==> config.mk <==
export PLATFORM = sky130hd
export DESIGN_NAME = instr_loader
export DESIGN_NICKNAME = d
export VERILOG_FILES = /design/src/rtl/instr_loader.sv
export SDC_FILE = /design/constraint.sdc
export NUM_CORES = 1
export LEC_CHECK = 0
export ABC_CLOCK_PERIOD_IN_PS = 7200
export BUFFER_PORTS_ARGS = -buffer_cell sky130_fd_sc_hd__buf_2
export CAP_MARGIN = 15
export CORE_AREA = 5 5 96 76
export CTS_CLUSTER_DIAMETER = 30
export CTS_CLUSTER_SIZE = 24
export DETAILED_ROUTE_END_ITERATION = 8
export DIE_AREA = 0 0 101 81
export PLACE_DENSITY = 0.84
export REMOVE_ABC_BUFFERS = 1
export SETUP_SLACK_MARGIN = 0.4
export SYNTH_ARGS = -nofsm -noshare
export SYNTH_HDL_FRONTEND = slang
export SYNTH_SLANG_ARGS = --single-unit
==> constraint.sdc <==
create_clock -name clk_i -period 7.2 [get_ports clk_i]
set_input_delay 2.16 -clock clk_i [delete_from_list [all_inputs] [get_ports clk_i]]
set_output_delay 2.16 -clock clk_i [all_outputs]
set_load 0.02 [all_outputs]
==> src/rtl/instr_loader.sv <==
// ---------------------------------------------------------------------------
// instr_loader
//   Boot-time program loader. Receives a length-prefixed, checksummed byte
//   stream (LEN lo, LEN hi, LEN payload bytes, CHK) and writes each payload
//   byte to instruction memory at BASE_ADDR + offset. The CPU is held in
//   reset until an image has loaded with a good checksum.
//
// Ports
//   clk_i, rst_n_i      clock, synchronous active-low reset
//   start_i             begin a load (honoured in IDLE/DONE/ERR only)
//   in_valid_i/in_data_i/in_ready_o   byte stream, valid/ready handshake
//   we_o/waddr_o/wdata_o              instruction memory byte write port
//   cpu_rst_n_o         CPU reset, released only in DONE
//   busy_o/done_o/error_o              load status
//   byte_count_o        payload bytes written in the current load
// ---------------------------------------------------------------------------
module instr_loader #(
    parameter int          ADDR_WIDTH = 12,
    parameter logic [31:0] BASE_ADDR  = 32'hBFC00000
) (
    input  logic                  clk_i,
    input  logic                  rst_n_i,
    input  logic                  start_i,
    input  logic                  in_valid_i,
    input  logic [7:0]            in_data_i,
    output logic                  in_ready_o,
    output logic                  we_o,
    output logic [31:0]           waddr_o,
    output logic [7:0]            wdata_o,
    output logic                  cpu_rst_n_o,
    output logic                  busy_o,
    output logic                  done_o,
    output logic                  error_o,
    output logic [ADDR_WIDTH:0]   byte_count_o
);

    localparam logic [2:0] S_IDLE   = 3'd0;
    localparam logic [2:0] S_LEN_LO = 3'd1;
    localparam logic [2:0] S_LEN_HI = 3'd2;
    localparam logic [2:0] S_DATA   = 3'd3;
    localparam logic [2:0] S_CHECK  = 3'd4;
    localparam logic [2:0] S_DONE   = 3'd5;
    localparam logic [2:0] S_ERR    = 3'd6;

    // Largest legal image length, in 17 bits so a 16-bit LEN compares cleanly.
    localparam logic [16:0] CAP = 17'd1 << ADDR_WIDTH;

    logic [2:0]            state_q, state_d;
    logic [15:0]           len_q, len_d;
    logic [7:0]            sum_q, sum_d;
    logic [ADDR_WIDTH:0]   off_q, off_d;
    logic                  we_q, we_d;
    logic [31:0]           waddr_q, waddr_d;
    logic [7:0]            wdata_q, wdata_d;

    logic                  accept;
    logic [15:0]           len_full;
    logic [ADDR_WIDTH:0]   off_inc;
    logic [7:0]            sum_chk;

    // Status is a pure decode of the registered state: no path from in_valid.
    assign in_ready_o  = (state_q == S_LEN_LO) || (state_q == S_LEN_HI) ||
                         (state_q == S_DATA)   || (state_q == S_CHECK);
    assign busy_o      = in_ready_o;
    assign done_o      = (state_q == S_DONE);
    assign error_o     = (state_q == S_ERR);
    assign cpu_rst_n_o = (state_q == S_DONE);

    assign we_o         = we_q;
    assign waddr_o      = waddr_q;
    assign wdata_o      = wdata_q;
    // The write offset doubles as the payload byte counter: both are cleared
    // at LEN_HI and advance together on each payload accept.
    assign byte_count_o = off_q;

    assign accept   = in_valid_i && in_ready_o;
    assign len_full = {in_data_i, len_q[7:0]};
    assign off_inc  = off_q + 1'b1;
    assign sum_chk  = sum_q + in_data_i;

    always_comb begin
        state_d = state_q;
        len_d   = len_q;
        sum_d   = sum_q;
        off_d   = off_q;
        we_d    = 1'b0;
        waddr_d = waddr_q;
        wdata_d = wdata_q;
        case (state_q)
            S_IDLE, S_DONE, S_ERR: begin
                if (start_i) state_d = S_LEN_LO;
            end
            S_LEN_LO: begin
                if (accept) begin
                    len_d[7:0] = in_data_i;
                    state_d    = S_LEN_HI;
                end
            end
            S_LEN_HI: begin
                if (accept) begin
                    len_d = len_full;
                    sum_d = 8'h00;
                    off_d = '0;
                    if ({1'b0, len_full} > CAP) state_d = S_ERR;
                    else if (len_full == 16'h0000) state_d = S_CHECK;
                    else state_d = S_DATA;
                end
            end
            S_DATA: begin
                if (accept) begin
                    we_d    = 1'b1;
                    waddr_d = BASE_ADDR + 32'(off_q);
                    wdata_d = in_data_i;
                    sum_d   = sum_chk;
                    off_d   = off_inc;
                    if (17'(off_inc) == {1'b0, len_q}) state_d = S_CHECK;
                end
            end
            S_CHECK: begin
                if (accept) state_d = (sum_chk == 8'h00) ? S_DONE : S_ERR;
            end
            default: state_d = S_IDLE;
        endcase
    end

    always_ff @(posedge clk_i) begin
        if (!rst_n_i) begin
            state_q <= S_IDLE;
            len_q   <= '0;
            sum_q   <= '0;
            off_q   <= '0;
            we_q    <= 1'b0;
            waddr_q <= BASE_ADDR;
            wdata_q <= '0;
        end else begin
            state_q <= state_d;
            len_q   <= len_d;
            sum_q   <= sum_d;
            off_q   <= off_d;
            we_q    <= we_d;
            waddr_q <= waddr_d;
            wdata_q <= wdata_d;
        end
    end

endmodule
==> results.sh, run 1 <==
export IMPL_die_w_um=101
export IMPL_finClkSkew_ns=0.00682
export IMPL_cp_buffers_inverters=2
export IMPL_path_class="in -> reg"
export IMPL_critPathMaxStageDelay_ns=0.74
export IMPL_grt_pass1_wl_um=14400
export IMPL_coreArea_mm2=0.00616
export IMPL_postSynthAreaPerCell_um2=8.43
export IMPL_cts_max_path_buffers=2
export IMPL_dieHeight_um=81
export IMPL_drt_iter0_drc=312
export IMPL_async_reset_ff_frac=0
export IMPL_synthFlopType="dfxtp_1"
export IMPL_drive_gt1_frac=0.176
export IMPL_fin_setup_tns_ns=0
export IMPL_critPathLaunchType="input port"
export IMPL_synth_xor_area_frac=0.0717
export IMPL_worstMarginPinSlew_ns=1.02
export IMPL_status="complete, no violations"
export IMPL_syn_inst=431
export IMPL_antenna_left=0
export IMPL_required_ns=7.46
export IMPL_fin_crit_sh=0.613
export IMPL_grt_util_all_layers=0.222
export IMPL_dpl_instance_area_mm2=0.00371
export IMPL_dp_hpwl_um=6180
export IMPL_start_util=0.589
export IMPL_hold_violations=0
export IMPL_htree_num_levels=3
export IMPL_synth_area_mm2=0.00363
export IMPL_grt_overflow=0
export IMPL_end_kind="flip-flop"
export IMPL_cp_top_family="simple AND/OR/NAND/NOR gates"
export IMPL_clk_latency_ns=0.34
export IMPL_cts_resized=0
export IMPL_min_period_ns=4.41
export IMPL_rsz0062_at_grt="false"
export IMPL_synthAdderAreaFrac=0.0358
export IMPL_synth_compound_area_frac=0.198
export IMPL_ys_ff_latch=62
export IMPL_ir_drop_v=0.0000945
export IMPL_io_pins=71
export IMPL_root_buffer="clkbuf_8"
export IMPL_path_clk_slew_ns=0.07
export IMPL_critPathMaxFanout=22
export IMPL_synth_edff_count=0
export IMPL_final_core_util=0.637
export IMPL_pre_cts_ws_ns=2.48
export IMPL_synth_seq_area_share=0.342
export IMPL_slew_viol_final=0
export IMPL_dr_pass1_iters=5
export IMPL_setup_slack_ns=2.79
export IMPL_gp_congestion=0.881
export IMPL_syn_to_final_growth_pct=7.99
export IMPL_synth_simple_area_share=0.227
export IMPL_antenna_cells=0
export IMPL_crit_arrival_ns=4.67
export IMPL_synthMuxAreaShare=0.0248
export IMPL_rows=25
export IMPL_cp_cell_sequence="buf_2, nor2b_1, and3_1, nand2_1, inv_1, and2_1, o21ai_0, o31ai_1"
export IMPL_final_cell_mix="nand2_1, dfxtp_1, buf_2, a21boi_0, o21ai_0"
export IMPL_fmax_mhz=227
export IMPL_cts_tree="done"
export IMPL_post_cts_setup_buffer_count=0
export IMPL_antenna_found_initial=0
export IMPL_postRouteWirelength_um=8810
export IMPL_fin_nets=482
export IMPL_slowest_stage="and3_1"
export IMPL_final_area_mm2=0.00392
export IMPL_grt_pass1_vias=2915
export IMPL_drc=0
export IMPL_synth_distinct_cells=59
export IMPL_grt_max_degree=44
export IMPL_hold_path_class="reg -> reg"
export IMPL_power_density_mw_per_mm2=241
export IMPL_max_cap_violations=0
export IMPL_yosysWarnings=0
export IMPL_cts_buffers=9
export IMPL_leakage_nw=1.59
export IMPL_fin_total_pwr_mw=0.947
export IMPL_final_common_cell="nand2_1"
export IMPL_setup_viol=0
export IMPL_io_buffers=51
export IMPL_die_area_mm2=0.00818
export IMPL_holdBufCountCts=0
export IMPL_num_vias=3177
export IMPL_slew_headroom=0.314
export IMPL_via_per_inst=5.81
export IMPL_wl_per_cell_um=16.1
export IMPL_synth_top_family_by_area="simple AND/OR/NAND/NOR gates"
export IMPL_numClockSinks=62
==> Yosys cell counts (2+ instances only) <==
cell type | n | share of area
or3_1 | 2 | 0.0034
nor2b_1 | 11 | 0.019
and3_1 | 7 | 0.012
a21oi_1 | 15 | 0.021
xnor2_1 | 11 | 0.027
buf_2 | 4 | 0.0055
conb_1 | 2 | 0.0021
o21ai_0 | 24 | 0.033
nand2b_1 | 4 | 0.0069
nor4b_1 | 2 | 0.0048
and2_1 | 5 | 0.0086
buf_6 | 6 | 0.019
nand4_1 | 3 | 0.0052
and3_2 | 2 | 0.0041
nor3_1 | 6 | 0.0083
a211oi_1 | 2 | 0.0041
clkbuf_1 | 13 | 0.013
or2_2 | 3 | 0.0052
o31ai_1 | 3 | 0.0062
a311oi_2 | 2 | 0.0083
mux2i_1 | 9 | 0.025
a21boi_0 | 29 | 0.060
nor2_1 | 16 | 0.017
and4_1 | 3 | 0.0072
xor2_1 | 11 | 0.027
dfxtp_1 | 62 | 0.34
ha_1 | 8 | 0.028
o21bai_1 | 2 | 0.0041
a22o_1 | 6 | 0.014
o41ai_1 | 4 | 0.0096
nand2_1 | 78 | 0.081
a31oi_1 | 3 | 0.0052
buf_4 | 25 | 0.052
o2111ai_1 | 2 | 0.0048
nor4_1 | 5 | 0.0086
inv_1 | 6 | 0.0062
nand3_1 | 13 | 0.018
==> metrics by stage <==
| stage | cells | hold slack [ns] |
|---|---|---|
| global placement | 531 | 0.447 |
| global route | 547 | 0.485 |
| floorplan | 399 | 0.429 |
| detailed placement | 531 | 0.456 |
| CTS | 547 | 0.467 |
| finish | 547 | 0.462 |
==> layer usage <==
metal | global-route usage | share of wire
met1 | 0.297 | 0.45
met5 | 0 | 0
met3 | 0.0618 | 0.084
met4 | 0.0691 | 0.011
met2 | 0.348 | 0.45
==> flip-flops by register name (all words and copies together) (netlist names) <==
register and cells:
wdata_o 8, len_q 16, sum_q 8, state_q 3, byte_count_o 13, we_o 1, waddr_o 13
==> kinds of logic (layout without fill, tap and decap cells) <==
kind of cell             after synthesis  count (layout)
adder cells (fa/ha/maj)               10              10
multiplexers                           9               9
XOR/XNOR                              25              25
other                                  2              19
buffers and inverters                 55              73
flip-flops                            62              62
AO/OA/AOI/OAI                        102             102
AND/OR/NAND/NOR                      166             166
==> power breakdown <==
group / switching, mW / internal (mW)
combinational: 0.142 / 0.0874
sequential: 0.0337 / 0.365
clock: 0.148 / 0.171
total: 0.324 / 0.623
==> final timing paths <==
kind / from / to / slack [ns] / depth (start not counted)
max: in_valid_i / byte_count_o[9] / 2.79 / 8
min: wdata_o[6] / wdata_o[6] / 0.46 / 2
max reg2reg: state_q[2] / byte_count_o[9] / 4.22 / 7
min reg2reg: wdata_o[6] / wdata_o[6] / 0.46 / 2
==> layout make-up <==
| type | instances | area, um2 |
|---|---|---|
| Clock inverter | 6 | 70.1 |
| Fill cell | 520 | 2240 |
| Inverter | 6 | 22.5 |
| Clock buffer | 10 | 138 |
| Tap cell | 81 | 101 |
| Sequential cell | 62 | 1240 |
| Timing Repair Buffer | 51 | 255 |
| Multi-Input combinational cell | 331 | 2090 |
==> worst register-to-register path, stage by stage, from the launching register on <==
cell and delay, ns:
dfxtp_1 0.45, nor2b_1 0.26, and3_1 0.74, nand2_1 0.61
inv_1 0.50, and2_1 0.19, o21ai_0 0.07, o31ai_1 0.09
No activity file was read; power rests on OpenSTA's default activity.
==> run 2: changes to the inputs <==
--- a/config.mk
+++ b/config.mk
@@ -5,15 +5,15 @@
 export SDC_FILE = /design/constraint.sdc
 export NUM_CORES = 1
 export LEC_CHECK = 0
-export ABC_CLOCK_PERIOD_IN_PS = 7200
+export ABC_CLOCK_PERIOD_IN_PS = 3900
 export BUFFER_PORTS_ARGS = -buffer_cell sky130_fd_sc_hd__buf_2
 export CAP_MARGIN = 15
-export CORE_AREA = 5 5 96 76
+export CORE_AREA = 5 5 105 82
 export CTS_CLUSTER_DIAMETER = 30
 export CTS_CLUSTER_SIZE = 24
 export DETAILED_ROUTE_END_ITERATION = 8
-export DIE_AREA = 0 0 101 81
-export PLACE_DENSITY = 0.84
+export DIE_AREA = 0 0 110 87
+export PLACE_DENSITY = 0.75
 export REMOVE_ABC_BUFFERS = 1
 export SETUP_SLACK_MARGIN = 0.4
 export SYNTH_ARGS = -nofsm -noshare
==> constraint.sdc (replaced) <==
create_clock -name clk_i -period 3.9 [get_ports clk_i]
set_input_delay 1.17 -clock clk_i [delete_from_list [all_inputs] [get_ports clk_i]]
set_output_delay 1.17 -clock clk_i [all_outputs]
set_load 0.02 [all_outputs]
==> results.sh, run 2 (same netlist as run 1, synthesis figures left out) <==
export IMPL_gp_congestion=0.837
export IMPL_max_cap_violations=0
export IMPL_ir_drop_v=0.000177
export IMPL_grt_util_all_layers=0.192
export IMPL_final_cell_mix="nand2_1, dfxtp_1, buf_2, a21boi_0, o21ai_0"
export IMPL_die_w_um=110
export IMPL_grt_pass1_vias=2890
export IMPL_holdBufCountCts=0
export IMPL_rsz0062_at_grt="false"
export IMPL_start_util=0.478
export IMPL_setup_viol=0
export IMPL_rows=28
export IMPL_coreArea_mm2=0.00760
export IMPL_path_class="in -> reg"
export IMPL_worstMarginPinSlew_ns=0.901
export IMPL_wl_per_cell_um=15.4
export IMPL_end_kind="flip-flop"
export IMPL_drt_iter0_drc=261
export IMPL_die_area_mm2=0.00957
export IMPL_critPathLaunchType="input port"
export IMPL_min_period_ns=3.00
export IMPL_path_clk_slew_ns=0.07
export IMPL_required_ns=4.14
export IMPL_cts_max_path_buffers=2
export IMPL_cts_tree="done"
export IMPL_io_buffers=51
export IMPL_largest_register_ff_count=16
export IMPL_final_common_cell="nand2_1"
export IMPL_fin_setup_tns_ns=0
export IMPL_io_pins=71
export IMPL_final_core_util=0.526
export IMPL_finClkSkew_ns=0.00847
export IMPL_syn_to_final_growth_pct=10.0
export IMPL_drive_gt1_frac=0.183
export IMPL_largest_register="len_q"
export IMPL_power_density_mw_per_mm2=450
export IMPL_hold_violations=0
export IMPL_grt_pass1_wl_um=14200
export IMPL_fin_crit_sh=0.769
export IMPL_grt_overflow=0
export IMPL_dieHeight_um=87
export IMPL_antenna_cells=0
export IMPL_num_vias=3101
export IMPL_clk_latency_ns=0.36
export IMPL_hold_path_class="reg -> reg"
export IMPL_root_buffer="clkbuf_8"
export IMPL_ff2ff_setup_slack_ns=1.30
export IMPL_fillers=726
export IMPL_cts_buffers=9
export IMPL_dp_hpwl_um=6340
export IMPL_postRouteWirelength_um=8860
export IMPL_numClockSinks=62
export IMPL_grt_max_degree=33
export IMPL_status="complete, no violations"
export IMPL_critPathMaxFanout=5
export IMPL_antenna_left=0
export IMPL_slew_headroom=0.398
export IMPL_fin_nets=486
export IMPL_post_cts_setup_buffer_count=0
export IMPL_drc=0
export IMPL_antenna_found_initial=0
export IMPL_slew_viol_final=0
export IMPL_fmax_mhz=333
export IMPL_crit_arrival_ns=3.24
export IMPL_dr_pass1_iters=5
export IMPL_leakage_nw=1.62
export IMPL_via_per_inst=5.39
export IMPL_cts_resized=0
export IMPL_htree_num_levels=3
[run 2: cell types whose count changed in the layout (fill, tap and decap cells not counted)]
| cell | previous run | this run |
|---|---|---|
| clkinv_2 | 0 | 1 |
| bufinv_16 | 1 | 2 |
| buf_4 | 0 | 4 |
| clkinvlp_4 | 3 | 2 |
| clkbuf_8 | 10 | 9 |
[run 2: final cells by class]
class / instances / area, um2 / share of cell area
Clock inverter: 7 / 97.6 / 0.0244
Multi-Input combinational cell: 331 / 2090 / 0.524
Sequential cell: 62 / 1240 / 0.311
Inverter: 6 / 22.5 / 0.00564
Timing Repair Buffer: 55 / 285 / 0.0714
Clock buffer: 9 / 124 / 0.0310
Tap cell: 105 / 131 / 0.0329
[run 2: power breakdown]
group | leakage (nW) | switching, mW | internal [mW] | total, mW
Combinational | 1.02 | 0.260 | 0.165 | 0.426
Sequential | 0.501 | 0.0614 | 0.674 | 0.735
Clock | 0.106 | 0.276 | 0.361 | 0.637
[run 2: path summary, 6_finish.rpt]
path / from / endpoint / cells after the start
min reg2reg: waddr_o[0] / waddr_o[0] / 2
max reg2reg: byte_count_o[0] / state_q[1] / 7
max: in_data_i[0] / state_q[1] / 8
min: waddr_o[0] / waddr_o[0] / 2
[run 2: routing by layer]
| metal | GRT usage | share of wire | vias up |
|---|---|---|---|
| li1 | - | - | 1531 |
| met1 | 0.252 | 0.46 | 1473 |
| met2 | 0.307 | 0.46 | 86 |
| met3 | 0.0563 | 0.068 | 11 |
| met4 | 0.0532 | 0.012 | 0 |
| met5 | 0 | 0 | - |
[run 2: worst max-delay path: stages]
cell and delay, ns:
buf_2 0.14, ha_1 0.24, fa_1 0.42, xor2_1 0.19, or3_1 0.32, nor3_1 0.21
a41oi_1 0.17, o311a_1 0.38
[run 2: stage by stage]
| stage | cell area (um2) | hold slack [ns] | cells | power [mW] | setup slack (ns) |
|---|---|---|---|---|---|
| floorplan | 3360 | 0.429 | 399 | 1.04 | 0.888 |
| global placement | 3770 | 0.445 | 559 | 1.16 | 0.644 |
| detailed placement | 3770 | 0.454 | 559 | 1.17 | 0.556 |
| CTS | 4000 | 0.465 | 575 | 1.81 | 0.923 |
| global route | 4000 | 0.493 | 575 | 1.89 | 0.802 |
| finish | 4000 | 0.460 | 575 | 1.80 | 0.901 |
